## config.mk

```make
export PLATFORM = sky130hd
export DESIGN_NAME = sync_fifo_prog
export DESIGN_NICKNAME = d
export VERILOG_FILES = /design/src/rtl/fifo_pkg.sv /design/src/rtl/fifo_mem_2p.sv /design/src/rtl/sync_fifo_prog.sv
export SDC_FILE = /design/constraint.sdc
export NUM_CORES = 1
export LEC_CHECK = 0
export CAP_MARGIN = 10
export CORE_MARGIN = 5
export CORE_UTILIZATION = 54
export CTS_CLUSTER_DIAMETER = 40
export DETAILED_ROUTE_END_ITERATION = 10
export PLACE_DENSITY = 0.75
export SKIP_CTS_REPAIR_TIMING = 1
export SLEW_MARGIN = 10
export SYNTH_ARGS = -nofsm -noshare
export SYNTH_HDL_FRONTEND = slang
export SYNTH_SLANG_ARGS = --single-unit
```

## constraint.sdc

```tcl
create_clock -name clk -period 4.84 [get_ports clk]
set_input_delay 0.968 -clock clk [delete_from_list [all_inputs] [get_ports clk]]
set_output_delay 0.968 -clock clk [all_outputs]
set_load 0.005 [all_outputs]
```

## src/rtl/fifo_pkg.sv

```systemverilog
// Shared constants for the FIFO family: read-mode selectors and default geometry.
package fifo_pkg;

  localparam int FIFO_MODE_STD  = 0;
  localparam int FIFO_MODE_FWFT = 1;

  localparam int FIFO_DEFAULT_DATA_WIDTH = 8;
  localparam int FIFO_DEFAULT_ADDR_WIDTH = 4;

endpackage

```

## src/rtl/fifo_mem_2p.sv

```systemverilog
// Two-port register array for the FIFO: synchronous write, asynchronous read.
module fifo_mem_2p
  import fifo_pkg::*;
#(
  parameter int DATA_WIDTH = FIFO_DEFAULT_DATA_WIDTH,
  parameter int ADDR_WIDTH = FIFO_DEFAULT_ADDR_WIDTH
) (
  input  logic                  clk,
  input  logic                  we,
  input  logic [ADDR_WIDTH-1:0] waddr,
  input  logic [DATA_WIDTH-1:0] wdata,
  input  logic [ADDR_WIDTH-1:0] raddr,
  output logic [DATA_WIDTH-1:0] rdata
);

  localparam int DEPTH = 1 << ADDR_WIDTH;

  // Contents are deliberately left unreset; pointers alone define validity.
  logic [DATA_WIDTH-1:0] mem [DEPTH];

  always_ff @(posedge clk) begin
    if (we) begin
      mem[waddr] <= wdata;
    end
  end

  assign rdata = mem[raddr];

endmodule

```

## src/rtl/sync_fifo_prog.sv

```systemverilog
// Single-clock FIFO with programmable almost-full/empty thresholds, sticky
// error flags, synchronous flush and selectable standard or FWFT read port.
module sync_fifo_prog
  import fifo_pkg::*;
#(
  parameter int DATA_WIDTH = FIFO_DEFAULT_DATA_WIDTH,
  parameter int ADDR_WIDTH = FIFO_DEFAULT_ADDR_WIDTH,
  parameter int FWFT       = FIFO_MODE_STD,
  parameter int AF_LEVEL   = 12,
  parameter int AE_LEVEL   = 4
) (
  input  logic                  clk,
  input  logic                  resetb,
  input  logic                  wr_en,
  input  logic [DATA_WIDTH-1:0] din,
  input  logic                  rd_en,
  input  logic                  flush,
  input  logic                  clr_err,
  output logic [DATA_WIDTH-1:0] dout,
  output logic                  rd_valid,
  output logic                  full,
  output logic                  empty,
  output logic                  almost_full,
  output logic                  almost_empty,
  output logic [ADDR_WIDTH:0]   count,
  output logic                  overflow,
  output logic                  underflow
);

  localparam int DEPTH = 1 << ADDR_WIDTH;
  localparam logic [ADDR_WIDTH:0] AF_CNT = (ADDR_WIDTH + 1)'(AF_LEVEL);
  localparam logic [ADDR_WIDTH:0] AE_CNT = (ADDR_WIDTH + 1)'(AE_LEVEL);

  generate
    if (AF_LEVEL > DEPTH || AF_LEVEL <= AE_LEVEL) begin : g_bad_af
      $error("sync_fifo_prog: AF_LEVEL must satisfy AE_LEVEL < AF_LEVEL <= DEPTH");
    end
    if (AE_LEVEL < 0) begin : g_bad_ae
      $error("sync_fifo_prog: AE_LEVEL must be non-negative");
    end
  endgenerate

  logic [ADDR_WIDTH:0]   wr_ptr_reg, wr_ptr_next;
  logic [ADDR_WIDTH:0]   rd_ptr_reg, rd_ptr_next;
  logic [ADDR_WIDTH:0]   count_reg,  count_next;
  logic                  overflow_reg, underflow_reg;
  logic                  wr_accept, rd_accept;
  logic [DATA_WIDTH-1:0] mem_rdata;

  // Flags decode only registered state so no request input reaches them.
  assign full  = (wr_ptr_reg[ADDR_WIDTH] != rd_ptr_reg[ADDR_WIDTH]) &&
                 (wr_ptr_reg[ADDR_WIDTH-1:0] == rd_ptr_reg[ADDR_WIDTH-1:0]);
  assign empty = (wr_ptr_reg == rd_ptr_reg);
  assign almost_full  = (count_reg >= AF_CNT);
  assign almost_empty = (count_reg <= AE_CNT);
  assign count     = count_reg;
  assign overflow  = overflow_reg;
  assign underflow = underflow_reg;

  assign wr_accept = wr_en & ~full  & ~flush;
  assign rd_accept = rd_en & ~empty & ~flush;

  always_comb begin
    wr_ptr_next = wr_ptr_reg;
    rd_ptr_next = rd_ptr_reg;
    count_next  = count_reg;
    if (flush) begin
      wr_ptr_next = '0;
      rd_ptr_next = '0;
      count_next  = '0;
    end else begin
      if (wr_accept) wr_ptr_next = wr_ptr_reg + 1'b1;
      if (rd_accept) rd_ptr_next = rd_ptr_reg + 1'b1;
      case ({wr_accept, rd_accept})
        2'b10:   count_next = count_reg + 1'b1;
        2'b01:   count_next = count_reg - 1'b1;
        default: count_next = count_reg;
      endcase
    end
  end

  always_ff @(posedge clk or negedge resetb) begin
    if (!resetb) begin
      wr_ptr_reg    <= '0;
      rd_ptr_reg    <= '0;
      count_reg     <= '0;
      overflow_reg  <= 1'b0;
      underflow_reg <= 1'b0;
    end else begin
      wr_ptr_reg <= wr_ptr_next;
      rd_ptr_reg <= rd_ptr_next;
      count_reg  <= count_next;
      // Set has priority over clr_err when both occur together.
      if (wr_en & full & ~flush)      overflow_reg <= 1'b1;
      else if (clr_err)               overflow_reg <= 1'b0;
      if (rd_en & empty & ~flush)     underflow_reg <= 1'b1;
      else if (clr_err)               underflow_reg <= 1'b0;
    end
  end

  fifo_mem_2p #(
    .DATA_WIDTH(DATA_WIDTH),
    .ADDR_WIDTH(ADDR_WIDTH)
  ) u_mem (
    .clk   (clk),
    .we    (wr_accept),
    .waddr (wr_ptr_reg[ADDR_WIDTH-1:0]),
    .wdata (din),
    .raddr (rd_ptr_reg[ADDR_WIDTH-1:0]),
    .rdata (mem_rdata)
  );

  generate
    if (FWFT == FIFO_MODE_FWFT) begin : g_fwft
      assign dout     = mem_rdata;
      assign rd_valid = ~empty;
    end else begin : g_std
      logic [DATA_WIDTH-1:0] dout_reg;
      logic                  rd_valid_reg;

      always_ff @(posedge clk or negedge resetb) begin
        if (!resetb) begin
          dout_reg     <= '0;
          rd_valid_reg <= 1'b0;
        end else begin
          rd_valid_reg <= rd_accept;
          if (rd_accept) dout_reg <= mem_rdata;
        end
      end

      assign dout     = dout_reg;
      assign rd_valid = rd_valid_reg;
    end
  endgenerate

endmodule

```

==> impl_metrics.toml, run 1 <==
[worst_setup_path]
critPathMaxFanout = 28
crit_slowest_cell = "or4_1"
crit_chain = "buf_4 -> xor2_1 -> or4_1 -> nor2_1 -> clkdlybuf4s50_1"
cp-end-kind = "output port"
reg2regPathDepth = 10
cp_data_required_time_ns = 3.87
arrival_ns = 2.84
path_class = "reg2out"
start_kind = "flop"
critical-path-max-stage-delay_ns = 0.75

[place]
dp.final_hpwl_mm = 7.93
gp_congestion = 0.794
placedCellCount = 532
dp_slack_ns = 1.16
portBuffers = 33

[run]
max_cap_violations = 0

[route]
viasPerCell = 5.85
dr.pass1.iters = 5
routed_wl_mm = 12.5
vias = 3298
wl_per_cell_um = 22.2
ant_nets = 0
drc = 0
drtIter0Drc = 314

[sta]
hold_viol = 0
max_slew_margin_pct = 53.1
slew_viol_final = 0
max_freq_mhz = 262
setup_viol = 0
post-route-min-period_ns = 3.81
skew_ns = 0.00673
fin_ws_ns = 1.03
finalSetupTns_ns = 0
worst_pin_slew_ns = 0.701
rsz0062_at_grt = "false"
post-route-period-util_pct = 78.7

[floorplanning]
rows = 40
dieArea_sq_mm = 0.0143
start_util_pct = 54.6
die_w_um = 120
io-pin-count = 34
coreArea_sq_mm = 0.0119
die_h_um = 120

[pwr]
leakagePower_nw = 2.59
irDropWorstVdd_v = 0.000279
power.share.clock_pct = 37.0
pwr-share-seq_pct = 46.4
p_per_area_mw_per_mm2 = 442
p_comb_share_pct = 16.6
switching_share_pct = 23.2
power.switching_mw = 0.769
p_int_mw = 2.55

[global_routing]
grt.total_usage_pct = 19.2
grt_pass1_vias = 3683
antenna_found_initial = 0
grt_max_degree = 36
gr-total-overflow = 0
grt_pass1_wl_mm = 20.4

[layout]
layout-drive-gt1-share_pct = 17.7
syn_to_final_growth_pct = 15.4
multi_input_area_sq_mm = 0.00187
fin_nets = 427
antenna_cells = 0
largest_register_ffs = 128
utilization_pct = 63.0
seqCellArea_sq_mm = 0.00450
instances_no_fill = 564
nFillCells = 832

[logic_synthesis]
synth_compound_area_share_pct = 4.17
synth.area.mux_share_pct = 14.9
synth_edf_count = 128
syn_area_sq_mm = 0.00650
synth_flop_cell = "edfxtp_1"
synth-warning-count = 0
async_flop_share_pct = 16.9
ys_seq_elements = 154
syn_inst = 365
synth_cell_types = 45
mappedNetlistNets = 388
synth_fa_ha_area_share_pct = 1.85
synth_xor_area_share_pct = 2.14
synth-simple-area-share_pct = 5.71
avgSynthCellArea_sq_um = 17.8
ys_seq_area_share_pct = 69.1
synth_top_family_by_area = "multiplexers"

[clock_tree]
cts_root_buf = "clkbuf_16"
htreeDepth = 4
path_clk_slew_ns = 0.06
insertion_delay_ns = 0.41
clk_path_buf_depth = 2
cts-buffers-inserted = 17
clkSinkCount = 154
tritoncts = "done"

[hold_path]
holdPathStages = 1
hold_class = "reg2reg"

[run_status]
status = "finished clean"
-- worst max-delay path, delay by kind of cell (launching register included) --
family                 cells  cell delay (ns)
XOR/XNOR                   1             0.14
buffers and inverters      2             0.93
flip-flops                 1             0.32
AND/OR/NAND/NOR            2             1.02
-- cell usage after synthesis, drive strengths merged (2+ instances only) --
cell type,number,area share (%)
edfxtp,128,59
mux4,32,11
dfrtp,26,10
and2,21,2.0
nor2,15,1.0
mux2i,13,2.0
xor2,13,1.8
nor2b,12,1.2
a21oi,10,0.77
buf,10,1.2
mux2,10,1.8
inv,9,0.52
a211oi,8,0.92
clkbuf,8,0.48
ha,8,1.5
nor3,5,0.38
o21ai,5,0.44
a21o,4,0.46
nand2,4,0.23
o211ai,4,0.54
nand2b,3,0.29
o2111ai,3,0.40
nor3b,2,0.23
o41ai,2,0.27
xnor2,2,0.38
-- placed cells by master (no fill, tap or decap), types with 8 or more instances in the layout --
master,instances
mux2i_1,13
dfrtp_1,25
a211oi_1,8
and2_1,21
ha_1,8
mux4_2,32
nor2b_1,12
mux2_1,8
a21oi_1,10
edfxtp_1,128
inv_1,9
clkbuf_16,17
clkdlybuf4s50_1,33
xor2_1,13
nor2_1,13
-- per-stage QoR --
step,power (mW),hold WS [ns],instance area (sq um)
after floorplan,1.91,0.483,6500
after global placement,2.11,0.470,6950
after detailed placement,2.13,0.485,6950
after CTS,3.36,0.498,7510
after global routing,3.47,0.525,7510
final,3.32,0.489,7510
-- path summary, 6_finish.rpt --
| kind | startpoint | endpoint | slack, ns |
|---|---|---|---|
| worst max register to register | rd_ptr_reg[2]$_DFFE_PN0P_ | count[3]$_DFFE_PN0P_ | 1.63 |
| worst max-delay path | rd_ptr_reg[2]$_DFFE_PN0P_ | full | 1.03 |
| max in group asynchronous | resetb | rd_ptr_reg[0]$_DFFE_PN0P_ | 3.61 |
| min in group asynchronous | resetb | wr_ptr_reg[0]$_DFFE_PN0P_ | 0.94 |
| worst min-delay path | dout[3]$_DFFE_PN0P_ | dout[3]$_DFFE_PN0P_ | 0.49 |
| worst min register to register | dout[3]$_DFFE_PN0P_ | dout[3]$_DFFE_PN0P_ | 0.49 |
-- power groups by stage --
stage / Sequential [mW] / Clock [mW] / Combinational [mW]
after floorplan: 1.56 / 0 / 0.350
after global placement: 1.56 / 0 / 0.549
after detailed placement: 1.57 / 0 / 0.560
after CTS: 1.54 / 1.25 / 0.563
after global routing: 1.55 / 1.32 / 0.604
final: 1.54 / 1.23 / 0.551
-- per-layer routing --
layer	vias to the layer above	wire [um]	GRT usage (%)	part of all wire, %
met2	98	6570	31.9	53
met4	0	243	7.23	1.9
met1	1678	5020	24.2	40
met5	-	0	0	0
met3	18	673	5.47	5.4
li1	1504	-	-	-
-- layout make-up --
class | instances | area share, %
clock buffers | 23 | 6.50
repair buffers | 38 | 4.90
multi-input cells | 184 | 24.9
well taps | 147 | 2.45
flip-flops and latches | 154 | 59.9
inverters | 9 | 0.450
clock inverters | 9 | 0.950
-- logic make-up (layout without fill, tap and decap cells) --
family,after synthesis,count (layout)
DFF,154,154
adders and majority gates,9,9
xor gates and xnor gates,15,15
buffers and inverters,27,79
muxes,55,55
AOI/OAI and AO/OA,39,39
and+or+nand+nor,66,66
(Power assumes the default switching activity.)
==> run 2, diff against run 1 <==
==> constraint.sdc (replaced) <==
create_clock -name clk -period 3.84 [get_ports clk]
set_input_delay 0.768 -clock clk [delete_from_list [all_inputs] [get_ports clk]]
set_output_delay 0.768 -clock clk [all_outputs]
set_load 0.005 [all_outputs]
==> run 2 against run 1 <==
Compared with the run above: first-iteration DRC count fell by 4.1%; utilization rose by 0.36 points; cell count rose by 0.18%; largest power group unchanged; flip-flop and latch count did not move; clock-buffer cell count fell by 6; sequential power rose by 26%; critical path depth fell by 1; global-route usage fell by 0.41 points; setup slack got worse by 0.65 ns; sequential share of layout area fell by 0.34 points; critical path type unchanged.
==> impl_metrics.toml, run 2 (same netlist as run 1, synthesis figures left out) <==
[run_status]
status = "finished clean"

[layout]
final_cell_mix = "128 x edfxtp_1, 33 x clkdlybuf4s50_1, 32 x mux4_2, 25 x dfrtp_1, 21 x and2_1"
multi_input_area_sq_mm = 0.00187
syn_to_final_growth_pct = 16.1
final_common_cell = "edfxtp_1"
antenna_cells = 0
nFillCells = 872
fin_nets = 428
largest_register_ffs = 128
stdcell_area_sq_mm = 0.00755
seqCellArea_sq_mm = 0.00450
layout-drive-gt1-share_pct = 18.9

[sta]
post-route-period-util_pct = 90.2
finalSetupTns_ns = 0
slew_viol_final = 0
fin_ws_ns = 0.378
skew_ns = 0.00848
hold_viol = 0
whs_ns = 0.484
rsz0062_at_grt = "false"
max_freq_mhz = 289
post-route-min-period_ns = 3.46
setup_viol = 0
max_slew_margin_pct = 43.9
worst_pin_slew_ns = 0.839

[route]
vias = 3315
drtIter0Drc = 301
dr.pass1.iters = 5
ant_nets = 0
drc = 0
viasPerCell = 5.87
wl_per_cell_um = 21.9
routed_wl_mm = 12.3

[floorplanning]
coreArea_sq_mm = 0.0119
rows = 40
die_h_um = 120
dieArea_sq_mm = 0.0143
start_util_pct = 54.6
io-pin-count = 34
die_w_um = 120

[clock_tree]
cts_root_buf = "clkbuf_16"
path_clk_slew_ns = 0.06
cts-buffers-inserted = 17
htreeDepth = 4
clkSinkCount = 154
tritoncts = "done"
clk_path_buf_depth = 2
insertion_delay_ns = 0.42

[worst_setup_path]
cp_top_family = "simple AND/OR/NAND/NOR gates"
cp_num_buf_inv = 1
path_class = "reg2out"
crit_chain = "xor2_1 -> or4_1 -> nor2_1 -> clkdlybuf4s50_1"
start_kind = "flop"
crit_slowest_cell = "or4_1"
arrival_ns = 2.69
critical-path-max-stage-delay_ns = 0.86
cp-end-kind = "output port"
cp_data_required_time_ns = 3.07
critPathMaxFanout = 15

[pwr]
p_comb_share_pct = 16.2
pwr-share-seq_pct = 45.2
switching_share_pct = 24.5
leakagePower_nw = 2.61
p_per_area_mw_per_mm2 = 567
power.share.clock_pct = 38.6
p_int_mw = 3.23
power.switching_mw = 1.05
irDropWorstVdd_v = 0.000450

[global_routing]
grt_max_degree = 36
grt_use_met1_pct = 24.8
use_met3_pct = 5.09
busiest_layer = "met2"
grt.total_usage_pct = 18.8
grt_pass1_wl_mm = 19.9
gr-total-overflow = 0
use_met2_pct = 30.1
antenna_found_initial = 0
grt_pass1_vias = 3531

[run]
max_cap_violations = 0

[place]
placed_cell_area_sq_mm = 0.00696
portBuffers = 33
dp_slack_ns = 0.662
dp.final_hpwl_mm = 8.01
gp_congestion = 0.806

[hold_path]
hold_class = "reg2reg"
run 2: layout make-up:
class / instances / area share (%)
Clock buffer: 17 / 5.63
Multi-Input combinational cell: 184 / 24.8
Sequential cell: 154 / 59.5
Clock inverter: 15 / 2.24
Inverter: 9 / 0.447
Tap cell: 147 / 2.44
Timing Repair Buffer: 39 / 4.97
run 2: path summary, 6_finish.rpt:
| kind | from | end | slack (ns) | cells after the start |
|---|---|---|---|---|
| setup / recovery | wr_ptr_reg[1]$_DFFE_PN0P_ | full | 0.38 | 4 |
| hold / removal | dout[6]$_DFFE_PN0P_ | dout[6]$_DFFE_PN0P_ | 0.48 | 1 |
| setup reg to reg | wr_ptr_reg[1]$_DFFE_PN0P_ | count[4]$_DFFE_PN0P_ | 0.73 | 10 |
| hold reg to reg | dout[6]$_DFFE_PN0P_ | dout[6]$_DFFE_PN0P_ | 0.48 | 1 |
| max in group asynchronous | resetb | wr_ptr_reg[2]$_DFFE_PN0P_ | 2.36 | 2 |
| min in group asynchronous | resetb | count[1]$_DFFE_PN0P_ | 0.83 | 1 |
run 2: power groups by stage:
stage | Combinational [mW] | Sequential (mW) | Clock [mW]
2_1_floorplan | 0.441 | 1.97 | 0
3_3_place_gp | 0.696 | 1.97 | 0
3_5_place_dp | 0.708 | 1.97 | 0
4_1_cts | 0.710 | 1.94 | 1.68
5_1_grt | 0.765 | 1.95 | 1.75
6_report | 0.695 | 1.94 | 1.65
run 2: metrics by stage:
step / power [mW] / util [%] / instances
final: 4.28 / 63.4 / 565
after global routing: 4.47 / 63.4 / 565
after CTS: 4.33 / 63.4 / 565
after detailed placement: 2.68 / 58.4 / 533
after global placement: 2.66 / 58.4 / 533
after floorplan: 2.41 / - / 365
run 2: metal layers:
metal	vias up	part of all wire (%)
li1	1508	-
met1	1690	42
met2	100	51
met3	17	5.2
met4	0	2.1
met5	-	0
